## config.mk

```make
export PLATFORM = sky130hd
export DESIGN_NAME = tp_gen_ml_flat
export DESIGN_NICKNAME = d
export VERILOG_FILES = /design/src/rtl/tp_gen_ml_if.sv /design/src/rtl/tp_gen_ml.sv /design/src/flat_wrapper.sv
export SDC_FILE = /design/constraint.sdc
export NUM_CORES = 1
export LEC_CHECK = 0
export ABC_CLOCK_PERIOD_IN_PS = 8650
export BUFFER_PORTS_ARGS = -buffer_cell sky130_fd_sc_hd__buf_2
export CORE_MARGIN = 2
export CORE_UTILIZATION = 60
export CTS_CLUSTER_DIAMETER = 60
export DETAILED_ROUTE_END_ITERATION = 8
export HOLD_SLACK_MARGIN = 0.1
export PLACE_DENSITY_LB_ADDON = 0.1
export SYNTH_ARGS = -nofsm -noshare
export SYNTH_HDL_FRONTEND = slang
export SYNTH_SLANG_ARGS = --single-unit
```

## constraint.sdc

```tcl
create_clock -name clk -period 8.65 [get_ports clk]
set_input_delay 2.595 -clock clk [delete_from_list [all_inputs] [get_ports clk]]
set_output_delay 2.595 -clock clk [all_outputs]
set_load 0.05 [all_outputs]
```

## src/rtl/tp_gen_ml_if.sv

```systemverilog
// Bus interface for the multi-lane test-pattern generator.
// Groups the configuration, the start/stop handshake and the pattern output.
// With TPG_ERR_INJECT_EN defined it also carries err_inj and err_cnt.
interface tp_gen_ml_if #(
    parameter int NUM_LANES = 4,
    parameter int LANE_W    = 8,
    parameter int BURST_W   = 16,
    parameter int PRBS_ORD  = 7
);
    logic [2:0]                  cfg_mode;
    logic [PRBS_ORD-1:0]         cfg_seed;
    logic [BURST_W-1:0]          cfg_burst_len;
    logic                        start;
    logic                        stop;
    logic                        busy;
    logic                        done;
    logic                        out_valid;
    logic [NUM_LANES*LANE_W-1:0] out_data;
`ifdef TPG_ERR_INJECT_EN
    logic                        err_inj;
    logic [7:0]                  err_cnt;

    // Config/control source (scan-chain side, or a testbench).
    modport master (
        output cfg_mode, cfg_seed, cfg_burst_len, start, stop, err_inj,
        input  busy, done, out_valid, out_data, err_cnt
    );

    // Pattern generator side.
    modport slave (
        input  cfg_mode, cfg_seed, cfg_burst_len, start, stop, err_inj,
        output busy, done, out_valid, out_data, err_cnt
    );
`else
    // Config/control source (scan-chain side, or a testbench).
    modport master (
        output cfg_mode, cfg_seed, cfg_burst_len, start, stop,
        input  busy, done, out_valid, out_data
    );

    // Pattern generator side.
    modport slave (
        input  cfg_mode, cfg_seed, cfg_burst_len, start, stop,
        output busy, done, out_valid, out_data
    );
`endif
endinterface

```

## src/rtl/tp_gen_ml.sv

```systemverilog
// Multi-lane test-pattern generator for the ADC backend datapath.
// Modes: 0 IDLE (zeros), 1 STATIC_0, 2 STATIC_1, 3 CNT, 4 PRBS; 5-7 act as IDLE.
// A burst is started by a one-cycle start pulse in S_IDLE, at which point mode,
// seed and burst length are latched. Every RUN cycle carries one valid word.
// All outputs are registered: the word launched by an edge is visible the
// following cycle, so the first valid word follows the start cycle directly.
// PRBS is a Fibonacci LFSR (x^ORD + x^(ORD-1) + 1) advanced NUM_LANES*LANE_W
// steps per cycle; serial bit j lands on out_data[j] (lane 0 LSB first).
// Optional feature macro: TPG_ERR_INJECT_EN adds err_inj / err_cnt. err_inj is
// sampled by the same edge that launches a word and flips bit 0 of lane 0 of
// that word only; the generator state is not touched.
module tp_gen_ml #(
    parameter int NUM_LANES = 4,
    parameter int LANE_W    = 8,
    parameter int BURST_W   = 16,
    parameter int PRBS_ORD  = 7
) (
    input  logic       clk,
    input  logic       rst,
    tp_gen_ml_if.slave bus
);
    localparam int DATA_W = NUM_LANES * LANE_W;

    localparam logic [2:0] MODE_STATIC_0 = 3'd1;
    localparam logic [2:0] MODE_STATIC_1 = 3'd2;
    localparam logic [2:0] MODE_CNT      = 3'd3;
    localparam logic [2:0] MODE_PRBS     = 3'd4;

    typedef enum logic [1:0] {
        S_IDLE = 2'd0,
        S_RUN  = 2'd1,
        S_DONE = 2'd2
    } state_t;

    // State and latched configuration
    state_t              state_r;
    state_t              state_s;
    logic [2:0]          mode_r;
    logic [BURST_W-1:0]  len_r;
    logic [BURST_W-1:0]  burst_cnt_r;
    logic [LANE_W-1:0]   cnt_r;
    logic [PRBS_ORD-1:0] lfsr_r;

    // Registered outputs
    logic                busy_r;
    logic                done_r;
    logic                valid_r;
    logic [DATA_W-1:0]   data_r;

    // Combinational helpers
    logic                start_s;
    logic                emit_s;
    logic [2:0]          cur_mode_s;
    logic [LANE_W-1:0]   cur_cnt_s;
    logic [PRBS_ORD-1:0] cur_lfsr_s;
    logic [LANE_W-1:0]   seed_cnt_s;
    logic [PRBS_ORD-1:0] seed_lfsr_s;
    logic [DATA_W-1:0]   cnt_word_s;
    logic [DATA_W-1:0]   prbs_word_s;
    logic [DATA_W-1:0]   word_s;
    logic [DATA_W-1:0]   word_out_s;
    logic [LANE_W-1:0]   cnt_next_s;
    logic [PRBS_ORD-1:0] lfsr_next_s;
    logic [PRBS_ORD-1:0] lfsr_walk_s;
    logic [BURST_W-1:0]  burst_cnt_next_s;

    // Feedback bit of the Fibonacci LFSR for taps ORD and ORD-1.
    function automatic logic lfsr_fb(input logic [PRBS_ORD-1:0] s);
        return s[PRBS_ORD-1] ^ s[PRBS_ORD-2];
    endfunction

    // One LFSR step: shift left, feedback enters at bit 0.
    function automatic logic [PRBS_ORD-1:0] lfsr_step(input logic [PRBS_ORD-1:0] s);
        return {s[PRBS_ORD-2:0], lfsr_fb(s)};
    endfunction

    // CNT start value: low LANE_W bits of the seed, zero-extended when the seed is narrower.
    generate
        if (PRBS_ORD < LANE_W) begin : g_seed_ext
            assign seed_cnt_s = {{(LANE_W-PRBS_ORD){1'b0}}, bus.cfg_seed};
        end else begin : g_seed_trunc
            assign seed_cnt_s = bus.cfg_seed[LANE_W-1:0];
        end
    endgenerate

    // An all-zero seed would lock the LFSR, so it is replaced by all-ones.
    assign seed_lfsr_s = (bus.cfg_seed == {PRBS_ORD{1'b0}}) ? {PRBS_ORD{1'b1}} : bus.cfg_seed;

    // Next-state logic; start in IDLE always wins over a simultaneous stop.
    always_comb begin
        state_s = state_r;
        start_s = 1'b0;
        case (state_r)
            S_IDLE: begin
                if (bus.start) begin
                    state_s = S_RUN;
                    start_s = 1'b1;
                end else begin
                    state_s = S_IDLE;
                end
            end
            S_RUN: begin
                if (bus.stop) begin
                    state_s = S_DONE;
                end else if ((len_r != {BURST_W{1'b0}}) && (burst_cnt_r == len_r)) begin
                    state_s = S_DONE;
                end else begin
                    state_s = S_RUN;
                end
            end
            S_DONE: begin
                state_s = S_IDLE;
            end
            default: begin
                state_s = S_IDLE;
            end
        endcase
        emit_s = (state_s == S_RUN);
    end

    // Generator source: the live config on the start edge, latched state otherwise.
    always_comb begin
        cur_mode_s = mode_r;
        cur_cnt_s  = cnt_r;
        cur_lfsr_s = lfsr_r;
        if (start_s) begin
            cur_mode_s = bus.cfg_mode;
            cur_cnt_s  = seed_cnt_s;
            cur_lfsr_s = seed_lfsr_s;
        end else begin
            cur_mode_s = mode_r;
            cur_cnt_s  = cnt_r;
            cur_lfsr_s = lfsr_r;
        end
    end

    // CNT word: lane i carries base + i, and the next word starts NUM_LANES higher.
    always_comb begin
        cnt_word_s = {DATA_W{1'b0}};
        for (int i = 0; i < NUM_LANES; i++) begin
            cnt_word_s[i*LANE_W +: LANE_W] = cur_cnt_s + LANE_W'(i);
        end
        cnt_next_s = cur_cnt_s + LANE_W'(NUM_LANES);
    end

    // PRBS word: the LFSR is unrolled DATA_W steps, each feedback bit is one serial bit.
    always_comb begin
        prbs_word_s = {DATA_W{1'b0}};
        lfsr_walk_s = cur_lfsr_s;
        for (int j = 0; j < DATA_W; j++) begin
            prbs_word_s[j] = lfsr_fb(lfsr_walk_s);
            lfsr_walk_s    = lfsr_step(lfsr_walk_s);
        end
        lfsr_next_s = lfsr_walk_s;
    end

    // Mode select; IDLE and the reserved codes produce an all-zero word.
    always_comb begin
        word_s = {DATA_W{1'b0}};
        case (cur_mode_s)
            MODE_STATIC_0: word_s = {DATA_W{1'b0}};
            MODE_STATIC_1: word_s = {DATA_W{1'b1}};
            MODE_CNT:      word_s = cnt_word_s;
            MODE_PRBS:     word_s = prbs_word_s;
            default:       word_s = {DATA_W{1'b0}};
        endcase
    end

`ifdef TPG_ERR_INJECT_EN
    logic [7:0] err_cnt_r;

    // Error injection only disturbs the emitted copy of the word.
    always_comb begin
        word_out_s = word_s ^ {{(DATA_W-1){1'b0}}, bus.err_inj};
    end

    // Saturating count of words that carried an injected error.
    always_ff @(posedge clk or posedge rst) begin
        if (rst) begin
            err_cnt_r <= 8'd0;
        end else if (emit_s && bus.err_inj && (err_cnt_r != 8'hFF)) begin
            err_cnt_r <= err_cnt_r + 8'd1;
        end
    end

    assign bus.err_cnt = err_cnt_r;
`else
    // Without error injection the pattern goes out untouched.
    always_comb begin
        word_out_s = word_s;
    end
`endif

    // Burst counter saturates at all-ones so continuous bursts never wrap.
    always_comb begin
        if (start_s) begin
            burst_cnt_next_s = BURST_W'(1);
        end else if (&burst_cnt_r) begin
            burst_cnt_next_s = burst_cnt_r;
        end else begin
            burst_cnt_next_s = burst_cnt_r + BURST_W'(1);
        end
    end

    // FSM state register.
    always_ff @(posedge clk or posedge rst) begin
        if (rst) begin
            state_r <= S_IDLE;
        end else begin
            state_r <= state_s;
        end
    end

    // Config latch on start; generator and burst counter advance once per emitted word.
    always_ff @(posedge clk or posedge rst) begin
        if (rst) begin
            mode_r      <= 3'd0;
            len_r       <= {BURST_W{1'b0}};
            burst_cnt_r <= {BURST_W{1'b0}};
            cnt_r       <= {LANE_W{1'b0}};
            lfsr_r      <= {PRBS_ORD{1'b1}};
        end else begin
            if (start_s) begin
                mode_r <= bus.cfg_mode;
                len_r  <= bus.cfg_burst_len;
            end
            if (emit_s) begin
                cnt_r       <= cnt_next_s;
                lfsr_r      <= lfsr_next_s;
                burst_cnt_r <= burst_cnt_next_s;
            end
        end
    end

    // Output registers follow the next state so busy/valid rise with the first word.
    always_ff @(posedge clk or posedge rst) begin
        if (rst) begin
            busy_r  <= 1'b0;
            done_r  <= 1'b0;
            valid_r <= 1'b0;
            data_r  <= {DATA_W{1'b0}};
        end else begin
            busy_r  <= (state_s == S_RUN);
            done_r  <= (state_s == S_DONE);
            valid_r <= emit_s;
            data_r  <= emit_s ? word_out_s : {DATA_W{1'b0}};
        end
    end

    assign bus.busy      = busy_r;
    assign bus.done      = done_r;
    assign bus.out_valid = valid_r;
    assign bus.out_data  = data_r;

endmodule
```

## src/flat_wrapper.sv

```systemverilog
// flat-port wrapper written by rule: the top's interface ports become plain ports
module tp_gen_ml_flat 
#(
    parameter int NUM_LANES = 4,
    parameter int LANE_W    = 8,
    parameter int BURST_W   = 16,
    parameter int PRBS_ORD  = 7
)
  (clk, rst, bus_cfg_mode, bus_cfg_seed, bus_cfg_burst_len, bus_start, bus_stop, bus_busy, bus_done, bus_out_valid, bus_out_data);
  tp_gen_ml_if #(.NUM_LANES(NUM_LANES), .LANE_W(LANE_W), .BURST_W(BURST_W), .PRBS_ORD(PRBS_ORD)) bus_i ();
  input  logic clk;
  input  logic rst;
  input wire logic [$bits(bus_i.cfg_mode)-1:0] bus_cfg_mode;
  input wire logic [$bits(bus_i.cfg_seed)-1:0] bus_cfg_seed;
  input wire logic [$bits(bus_i.cfg_burst_len)-1:0] bus_cfg_burst_len;
  input wire logic [$bits(bus_i.start)-1:0] bus_start;
  input wire logic [$bits(bus_i.stop)-1:0] bus_stop;
  output wire logic [$bits(bus_i.busy)-1:0] bus_busy;
  output wire logic [$bits(bus_i.done)-1:0] bus_done;
  output wire logic [$bits(bus_i.out_valid)-1:0] bus_out_valid;
  output wire logic [$bits(bus_i.out_data)-1:0] bus_out_data;
  assign bus_i.cfg_mode = bus_cfg_mode;
  assign bus_i.cfg_seed = bus_cfg_seed;
  assign bus_i.cfg_burst_len = bus_cfg_burst_len;
  assign bus_i.start = bus_start;
  assign bus_i.stop = bus_stop;
  assign bus_busy = bus_i.busy;
  assign bus_done = bus_i.done;
  assign bus_out_valid = bus_i.out_valid;
  assign bus_out_data = bus_i.out_data;
  tp_gen_ml #(.NUM_LANES(NUM_LANES), .LANE_W(LANE_W), .BURST_W(BURST_W), .PRBS_ORD(PRBS_ORD)) u_core (.clk(clk), .rst(rst), .bus(bus_i));
endmodule
```

; ---- Word level (Yosys, flattened, before mapping)
; Cells that the tools add are included.
[classes]
n_bitwise = 32
add_sub_neg = 5
n_mul = 0
eq_ne = 8
magnitude_cmp = 0
n_div = 0
muxes = 14
n_reduce_logical = 6
n_shift = 0
[op_table]
columns = operator, count
row1 = $pmux 32 s3, 1
row2 = $mux 16, 2
row3 = $mux 32, 1
row4 = $xor 1x1->1, 32
row5 = $add 16x1->16 const B, 1
row6 = $add 8x2->8 const B, 2
row7 = $eq 16x16->1, 1
row8 = $reduce_and 16->1, 1
row9 = $reduce_bool 16->1, 1
row10 = $mux 7, 2
row11 = $add 8x1->8 const B, 1
row12 = $add 8x3->8 const B, 1
row13 = $mux 8, 1
row14 = $logic_not 7->1, 1
row15 = $eq 3x2->1 const B, 2
row16 = $eq 2x1->1 const B, 2
row17 = $mux 2, 2
row18 = $pmux 2 s2, 1
row19 = $eq 3x3->1 const B, 1
row20 = $mux 1, 3
row21 = $mux 3, 1
row22 = $eq 2x2->1 const B, 1
row23 = $logic_not 2->1, 1
row24 = $ne 2x1->1 const B, 1
row25 = other kinds (2), 2
[word_totals]
elab_cells = 74
mem_bits_ro = 0
ramBits = 0
n_memories = 0
reg_bits = 86
latch_bits = 0
output_inout_bits = 35

; ---- Depth between registers and ports, before layout
; Gate-level depths: netlist of the first run.
[depth]
depth_word = 11
depth_mapped = 12

; ---- Least setup slack after synthesis of the first run
; OpenSTA, ideal clock, no wires.
[synth_timing]
kind = input port to flip-flop
start = input port bus_start
end = register u_core.data_r[30] (netlist: u_core.bus.out_data[30])
slack_ps = 3794
arrival_time_ps = 4729
setup_time_ps = 127
path_stages = 12
path_cell_list = nor3b_1 > buf_4 > buf_2 > buf_2 > nand2_1 > nand2_1 > ha_1 > buf_2 > nand2_1 > or4_1 > o211ai_1 > a21oi_1
[synth_via]
elab_chain_len = 11
word_cells_on_any_way = 30
[synth_rtl]
columns = item, line
row1 = from (decl), flat_wrapper.sv:16  ; input wire logic [$bits(bus_i.start)-1:0] bus_start;
row2 = $mux 1, tp_gen_ml.sv:95  ; if (bus.start) begin
row3 = $mux 1, tp_gen_ml.sv:93  ; case (state_r)
row4 = $mux 7, tp_gen_ml.sv:126  ; if (start_s) begin
row5 = $xor 1x1->1 (6 in a row), tp_gen_ml.sv:69  ; return s[PRBS_ORD-1] ^ s[PRBS_ORD-2];
row6 = $pmux 32 s3, tp_gen_ml.sv:160  ; case (cur_mode_s)
row7 = $mux 32 (*), tp_gen_ml.sv:246  ; data_r <= emit_s ? word_out_s : {DATA_W{1'b0}};
row8 = to (signal assigned), tp_gen_ml.sv:241  ; data_r <= {DATA_W{1'b0}};
row9 = to (signal assigned), tp_gen_ml.sv:246
row10 = to (decl), tp_gen_ml.sv:48  ; logic [DATA_W-1:0] data_r;
; Mark *: on every way between the ends. The rest lies on a longest branch, timed or not.
; A chain may end at the register's enable or synchronous reset.

; ---- Worst setup path in the final report of the first run
[layout_timing]
start = input port bus_start
end = register u_core.data_r[10] (netlist: u_core.bus.out_data[10])
[layout_via]
elab_chain_len = 7
word_cells_on_any_way = 17
[layout_rtl]
columns = item, line
row1 = branches (longest 6 deep; another with $add 8x1->8), --
row2 = $mux 32 (*), tp_gen_ml.sv:246
; Every way passes the cells marked *.

==> results.ini, run 1 <==
[grt]
grt_antenna_before_repair=0
overflow=0
grt_max_degree=87
grt_pass1_wl_mm=20.0
grt.total_usage_pct=28.4
grt_pass1_vias=3801

[synthesis]
synth_top_cell_by_area=dfrtp_1
synthArstFlopShare_pct=100
yosysSeqAreaShare_pct=42.0
synth_top_cell_area_share_pct=38.4
yosys-top-cells-area=dfrtp_1 38%, xor2_1 8.0%, nand2_1 7.7%, xnor2_1 5.4%, a21oi_1 4.5%
yosysWarnings=0
synthAdderAreaFrac_pct=1.46
synthCells=554
synth-simple-area-share_pct=17.0
synth_xor_area_share_pct=14.8
synth-edff-count=0
yosysUniqueCellTypes=49
synth_common_cells=105 x nand2_1, 79 x dfrtp_1, 47 x xor2_1
synth_seq_cells=86
synth_compound_area_share_pct=11.8
post-synth-top-count-cell=nand2_1
avgSynthCellArea_um2=9.28
ys.flop_type=dfrtp_1
synthesis.nets=590
synthMuxAreaShare_pct=8.03
synth_top_family_by_area=simple AND/OR/NAND/NOR gates
netlist_area_mm2=0.00514

[pwr]
max-vdd-ir-drop_mv=0.312
switching_power_mw=1.12
switching_share_pct=48.6
p_comb_share_pct=59.3
internal_power_mw=1.19
clock_power_share_pct=12.0
p_seq_share_pct=28.7
p_leak_nw=2.59
p_per_area_mw_per_mm2=409

[floorplan]
dieWidth_um=96.6
dieArea_mm2=0.00933
die_h_um=96.6
num_rows=33
coreArea_mm2=0.00826
start_util_pct=62.3
num_io_pins=65

[clock_tree]
clk_path_buf_depth=2
insertion_delay_ns=0.36
post_cts_resized=0
post_cts_buffers=0
postCtsHoldBufs=0
clock_sinks=86
cts_root_buf=clkbuf_8
numCtsBuffers=9
tritoncts=yes
htree_levels=3
cts.clk_slew.worst_paths_ns=0.08

[route]
drtAntennaViolNets=0
drt_pass1_iterations=5
vias=4178
wire_per_inst_um=17.6
vias_per_cell=5.93
drt_wl_total_mm=12.4
drcViolationCount=0
first_iter_violations=379

[flow_run]
drv_cap=0

[timing]
rsz0062_at_grt=false
finalSetupTns_ns=0
worst_pin_slew_ns=1.21
skew_ns=0.00792
fin_crit_sh_pct=71.1
setup-violations-final=0
fmax_mhz=163
min_period_ns=6.15
slew_violations=0
hold_viol_final=0
slew_headroom_pct=16.7

[placed_design]
port_buffers=64
dp.cells=688
dp_hpwl_mm=8.82
gp_congestion=0.947

[final_layout]
postLayoutCoreUtil_pct=68.3
antenna_cells=0
area_growth_pct=9.71
fin_cells=704
nNetsFinal=630
drive_above_1_share_pct=20.4

[setup_path]
cp_cell_sequence=buf_2, nor3b_2, buf_4, mux2i_1, inv_1, nor2_1, buf_4, a21oi_1, a211oi_1
r2r_slack_ns=4.36
worst-r2r-cell-count=8
critPathSlowestCell=mux2i_1
cp-start-kind=input pin
path_class=input pin to register
crit_fanout=56
crit_top_cell=buf_4
cp.arrival_ns=6.41
slowest_delay_ns=1.06
worstPathRequired_ns=8.91
crit_path_end_kind=register

[hold_path]
min_path_cells=1
hold_path.class=register to register

[run_status]
outcome=completed

-- routing by layer --
layer	part of all wire, %	track usage (%)	vias to the layer above
met4	0.95	5.40	0
met2	45	43.0	173
met3	7.9	4.50	14
met5	0	0	-
li1	-	-	1964
met1	46	43.6	2027
-- per-stage QoR --
step                worst slack, ns  cell area [um2]  hold WS, ns  total power [mW]
global placement               2.44             5450        0.471              1.99
finish                         2.50             5640        0.510              2.31
global route                   2.13             5640        0.527              2.46
floorplan                      3.79             5140        0.451              1.71
CTS                            2.56             5640        0.511              2.30
detailed placement             2.18             5450        0.492              2.01
-- registers in the layout, indices dropped and copies added (netlist names) --
signal,count
u_core.state_r,2
u_core.cnt_r,8
u_core.len_r,16
u_core.bus.busy,1
u_core.burst_cnt_r,16
u_core.mode_r,3
u_core.bus.done,1
u_core.bus.out_data,32
u_core.lfsr_r,7
-- cell families after synthesis --
| group | Yosys count |
|---|---|
| flops | 86 |
| compound gates | 106 |
| buf+inv | 52 |
| simple gates | 190 |
| mux | 32 |
| fa+ha+maj | 6 |
| xor+xnor | 82 |
-- cell type report --
cell class                 instances  area [um2]
tap                              105         131
clock inverter                     4        28.8
inverter                          11        42.5
multi-input combinational        416        2750
sequential                        86        2160
fill                             690        2620
timing repair buffer              70         365
clock buffer                      12         165
-- worst paths after layout --
| kind | start | end |
|---|---|---|
| max | bus_start | u_core.bus.out_data[10]$_DFF_PP0_ |
| min | u_core.cnt_r[1]$_DFFE_PP0P_ | u_core.cnt_r[1]$_DFFE_PP0P_ |
| max reg2reg | u_core.state_r[1]$_DFF_PP0_ | u_core.bus.out_data[10]$_DFF_PP0_ |
| min reg2reg | u_core.cnt_r[1]$_DFFE_PP0P_ | u_core.cnt_r[1]$_DFFE_PP0P_ |
| max in group asynchronous | rst | u_core.cnt_r[4]$_DFFE_PP0P_ |
| min in group asynchronous | rst | u_core.bus.busy$_DFF_PP0_ |
-- worst max-delay path: cells and delay by family --
family / cells / cell delay (ns)
AO/OA/AOI/OAI: 2 / 0.39
buffers and inverters: 4 / 1.49
AND/OR/NAND/NOR: 2 / 0.84
multiplexers: 1 / 1.06
-- power groups by stage --
stage,sequential (mW),clock [mW],combinational (mW)
2_1_floorplan,0.795,0,0.919
3_3_place_gp,0.662,0,1.33
3_5_place_dp,0.668,0,1.34
4_1_cts,0.660,0.282,1.35
5_1_grt,0.678,0.301,1.48
6_report,0.662,0.277,1.37
-- cells in the final DEF, fill, tap and decap left out, types with 3 or more instances in the layout --
master	count
nand3_1	11
clkbuf_8	12
and3_1	5
a22oi_1	6
inv_1	10
mux2i_1	9
a21oi_1	46
dfstp_2	7
nor2_1	21
buf_2	64
buf_4	6
mux2i_4	5
o31ai_1	3
nand2_1	105
xor2_1	47
nor4_1	9
or3_1	16
mux2i_2	3
o21ai_0	32
nand4_1	5
a211oi_1	5
nor3b_1	4
or4_1	4
nor3_1	3
xnor2_1	32
ha_1	6
dfrtp_1	79
mux2_2	15
(Power assumes the default switching activity.)
==> run 2, diff against run 1 <==
Settings changed: ABC_AREA set to 1, ABC_CLOCK_PERIOD_IN_PS 8650 to 5300, CORE_UTILIZATION 60 to 53.
Clock period 8.65 ns to 5.3 ns, I/O delays scaled along.
==> run 2 against run 1 <==
  * Synthesized area up 2.9%
  * Sequential cell count unchanged
  * Critical path depth rose by 4
  * Hold slack worse by 0.033 ns
  * Combinational power grew 54%
==> results.ini, run 2 <==
[clock_tree]
cts.clk_slew.worst_paths_ns=0.09  ; was 0.08 ns
numCtsBuffers=9  ; unchanged
clock_sinks=86  ; unchanged
cts_root_buf=clkbuf_8  ; unchanged
post_cts_resized=0  ; unchanged
postCtsHoldBufs=0  ; unchanged
post_cts_buffers=0  ; unchanged
htree_levels=3  ; unchanged
tritoncts=yes  ; unchanged
insertion_delay_ns=0.38  ; was 0.36 ns
clk_path_buf_depth=2  ; unchanged

[synthesis]
synthesis.nets=755  ; was 590
yosysUniqueCellTypes=41  ; was 49
yosysWarnings=0  ; unchanged
ys.flop_type=dfrtp_1  ; unchanged
avgSynthCellArea_um2=7.36  ; was 9.28 um2
synthArstFlopShare_pct=100  ; unchanged
synth_seq_cells=86  ; unchanged
synth_common_cells=229 x nand2_1, 79 x dfrtp_1, 59 x nand3_1  ; was 105 x nand2_1, 79 x dfrtp_1, 47 x xor2_1
synth_top_cell_area_share_pct=37.4  ; was 38.4%
synthCells=719  ; was 554
synth-edff-count=0  ; unchanged
post-synth-top-count-cell=nand2_1  ; unchanged
yosysSeqAreaShare_pct=40.8  ; was 42.0%
yosys-top-cells-area=dfrtp_1 37%, nand2_1 16%, nand3_1 5.6%, inv_1 3.9%, nor2_1 3.5%  ; was dfrtp_1 38%, xor2_1 8.0%, nand2_1 7.7%, xnor2_1 5.4%, a21oi_1 4.5%
netlist_area_mm2=0.00529  ; was 0.00514 mm2
synth_top_cell_by_area=dfrtp_1  ; unchanged

[timing]
hold_viol_final=0  ; unchanged
worst_pin_slew_ns=0.894  ; was 1.21 ns
fmax_mhz=260
rsz0062_at_grt=false  ; unchanged
whs_ns=0.477  ; was 0.510 ns
slew_headroom_pct=40.3  ; was 16.7%
finalSetupTns_ns=0  ; unchanged
skew_ns=0.0154  ; was 0.00792 ns
fin_crit_sh_pct=72.6
min_period_ns=3.85
setup-violations-final=0  ; unchanged
slew_violations=0  ; unchanged

[placed_design]
placed_area_mm2=0.00567  ; was 0.00545 mm2
gp_congestion=0.957  ; was 0.947
dp_hpwl_mm=10.6  ; was 8.82 mm
port_buffers=64  ; unchanged

[floorplan]
num_rows=36  ; was 33
start_util_pct=54.4  ; was 62.3%
dieArea_mm2=0.0108  ; was 0.00933 mm2
num_io_pins=65  ; unchanged
coreArea_mm2=0.00973  ; was 0.00826 mm2
dieWidth_um=104  ; was 96.6 um
die_h_um=104  ; was 96.6 um

[setup_path]
crit_path_end_kind=register  ; unchanged
worstPathRequired_ns=5.52  ; was 8.91 ns
crit_fanout=35  ; was 56
worst-r2r-cell-count=13  ; was 8
cp.arrival_ns=4.07  ; was 6.41 ns
r2r_slack_ns=2.20  ; was 4.36 ns
path_class=input pin to register  ; unchanged
worstReg2RegStart=u_core.state_r[1]$_DFF_PP0_  ; unchanged
r2r-end=u_core.bus.out_data[14]$_DFF_PP0_  ; was u_core.bus.out_data[10]$_DFF_PP0_
cp-start-kind=input pin  ; unchanged

[grt]
grt_antenna_before_repair=0  ; unchanged
grt_pass1_vias=4547  ; was 3801
grt_max_degree=53  ; was 87
overflow=0  ; unchanged
grt_pass1_wl_mm=23.4  ; was 20.0 mm
grt.total_usage_pct=27.3  ; was 28.4%

[final_layout]
largest_register_ffs=32  ; unchanged
area_growth_pct=10.7  ; was 9.71%
fin_area_mm2=0.00586  ; was 0.00564 mm2
multi_input_area_mm2=0.00275  ; about the same
final_cell_mix=229 x nand2_1, 79 x dfrtp_1, 64 x buf_2, 59 x nand3_1, 54 x inv_1  ; was 105 x nand2_1, 79 x dfrtp_1, 64 x buf_2, 47 x xor2_1, 46 x a21oi_1
antenna_cells=0  ; unchanged
final_common_cell=nand2_1  ; unchanged
seqCellArea_mm2=0.00216  ; unchanged
nNetsFinal=806  ; was 630
postLayoutCoreUtil_pct=60.2  ; was 68.3%
fill_cells=933  ; was 690
drive_above_1_share_pct=19.0  ; was 20.4%

[route]
vias=4903  ; was 4178
drcViolationCount=0  ; unchanged
highest_layer=met4  ; unchanged
drt-met1-wl_mm=6.90  ; was 5.66 mm
wl_met3_mm=1.08  ; was 981 um
drt_pass1_iterations=5  ; unchanged
drtAntennaViolNets=0  ; unchanged
wire_per_inst_um=15.5  ; was 17.6 um
dr_wl_met2_mm=5.95  ; was 5.62 mm
vias_per_cell=5.40  ; was 5.93
drt_wl_total_mm=14.1  ; was 12.4 mm
first_iter_violations=341  ; was 379

[pwr]
finalPower_mw=3.58  ; was 2.31 mW
p_leak_nw=2.97  ; was 2.59 nW
max-vdd-ir-drop_mv=0.359  ; was 0.312 mV
p_per_area_mw_per_mm2=611  ; was 409 mW/mm2

[hold_path]
min_to=u_core.lfsr_r[0]$_DFFE_PP1P_  ; was u_core.cnt_r[1]$_DFFE_PP0P_
hold_path.class=register to register  ; unchanged
hold_start=u_core.lfsr_r[0]$_DFFE_PP1P_  ; was u_core.cnt_r[1]$_DFFE_PP0P_
min_path_cells=2  ; was 1

[run_status]
outcome=completed  ; unchanged

[flow_run]
drv_cap=0  ; unchanged

## run 2: cell types whose count changed in the layout (fill, tap and decap cells not counted), sizes merged, moves of 6 or more
cell,change
inv,+57
a31oi,+7
nor2,+33
mux2i,-17
a21oi,-27
or2,+12
nand3,+50
xnor2,-18
o21ai,+24
a22oi,-6
nand2,+149
xor2,-26
or3,-16
mux2,-15
## run 2: worst max-delay path by stage
stage / endpoint / slack, ns / start / cells after the start
floorplan: u_core.burst_cnt_r[0]$_DFFE_PP0P_ / 1.50 / rst / 1
global placement: u_core.bus.out_data[31]$_DFF_PP0_ / 1.08 / bus_start / 14
detailed placement: u_core.bus.out_data[22]$_DFF_PP0_ / 1.13 / bus_start / 13
CTS: u_core.bus.out_data[14]$_DFF_PP0_ / 1.52 / bus_start / 13
global route: u_core.bus.out_data[22]$_DFF_PP0_ / 1.21 / bus_start / 13
finish: u_core.bus.out_data[14]$_DFF_PP0_ / 1.45 / bus_start / 13
## run 2: logic make-up (layout without fill, tap and decap cells)
| logic type | Yosys count | after routing | share of synthesized area [%] |
|---|---|---|---|
| simple gates | 403 | 403 | 34.3 |
| compound gates | 96 | 96 | 10.2 |
| buf+inv | 93 | 149 | 7.30 |
| flops | 86 | 86 | 40.8 |
| xor+xnor | 35 | 35 | 5.93 |
| fa+ha+maj | 6 | 6 | 1.42 |
## run 2: metrics by stage
step | instances | setup WS, ns
after floorplan | 719 | 1.50
after global placement | 892 | 1.08
after detailed placement | 892 | 1.13
after CTS | 908 | 1.52
after global routing | 908 | 1.21
final | 908 | 1.45
## run 2: area by class of cell
| cell class | instances | area share (%) |
|---|---|---|
| multi-input cells | 540 | 46.9 |
| flip-flops and latches | 86 | 36.9 |
| repair buffers | 69 | 6.11 |
| inverters | 64 | 4.12 |
| well taps | 133 | 2.84 |
| clock buffers | 9 | 2.11 |
| clock inverters | 7 | 1.09 |
## run 2: power breakdown
group / leakage [nW] / internal [mW] / switching [mW]
Clock: 0.0907 / 0.182 / 0.271
Sequential: 1.11 / 0.878 / 0.140
Combinational: 1.77 / 0.589 / 1.52
## run 2: metal layers
metal / GRT usage [%] / vias up
met4: 7.72 / 0
met3: 4.95 / 20
met1: 42.7 / 2280
met2: 38.6 / 193
met5: 0 / -
li1: - / 2410
## run 2: worst max-delay path, stage by stage
cell	delay (ns)
buf_2	0.18
nand2_4	0.07
inv_2	0.43
o21ai_0	0.36
inv_1	0.33
ha_1	0.20
inv_1	0.06
nor2_1	0.30
nand2_1	0.15
nor2_1	0.15
nor2_1	0.06
nor2_1	0.09
a31oi_1	0.10
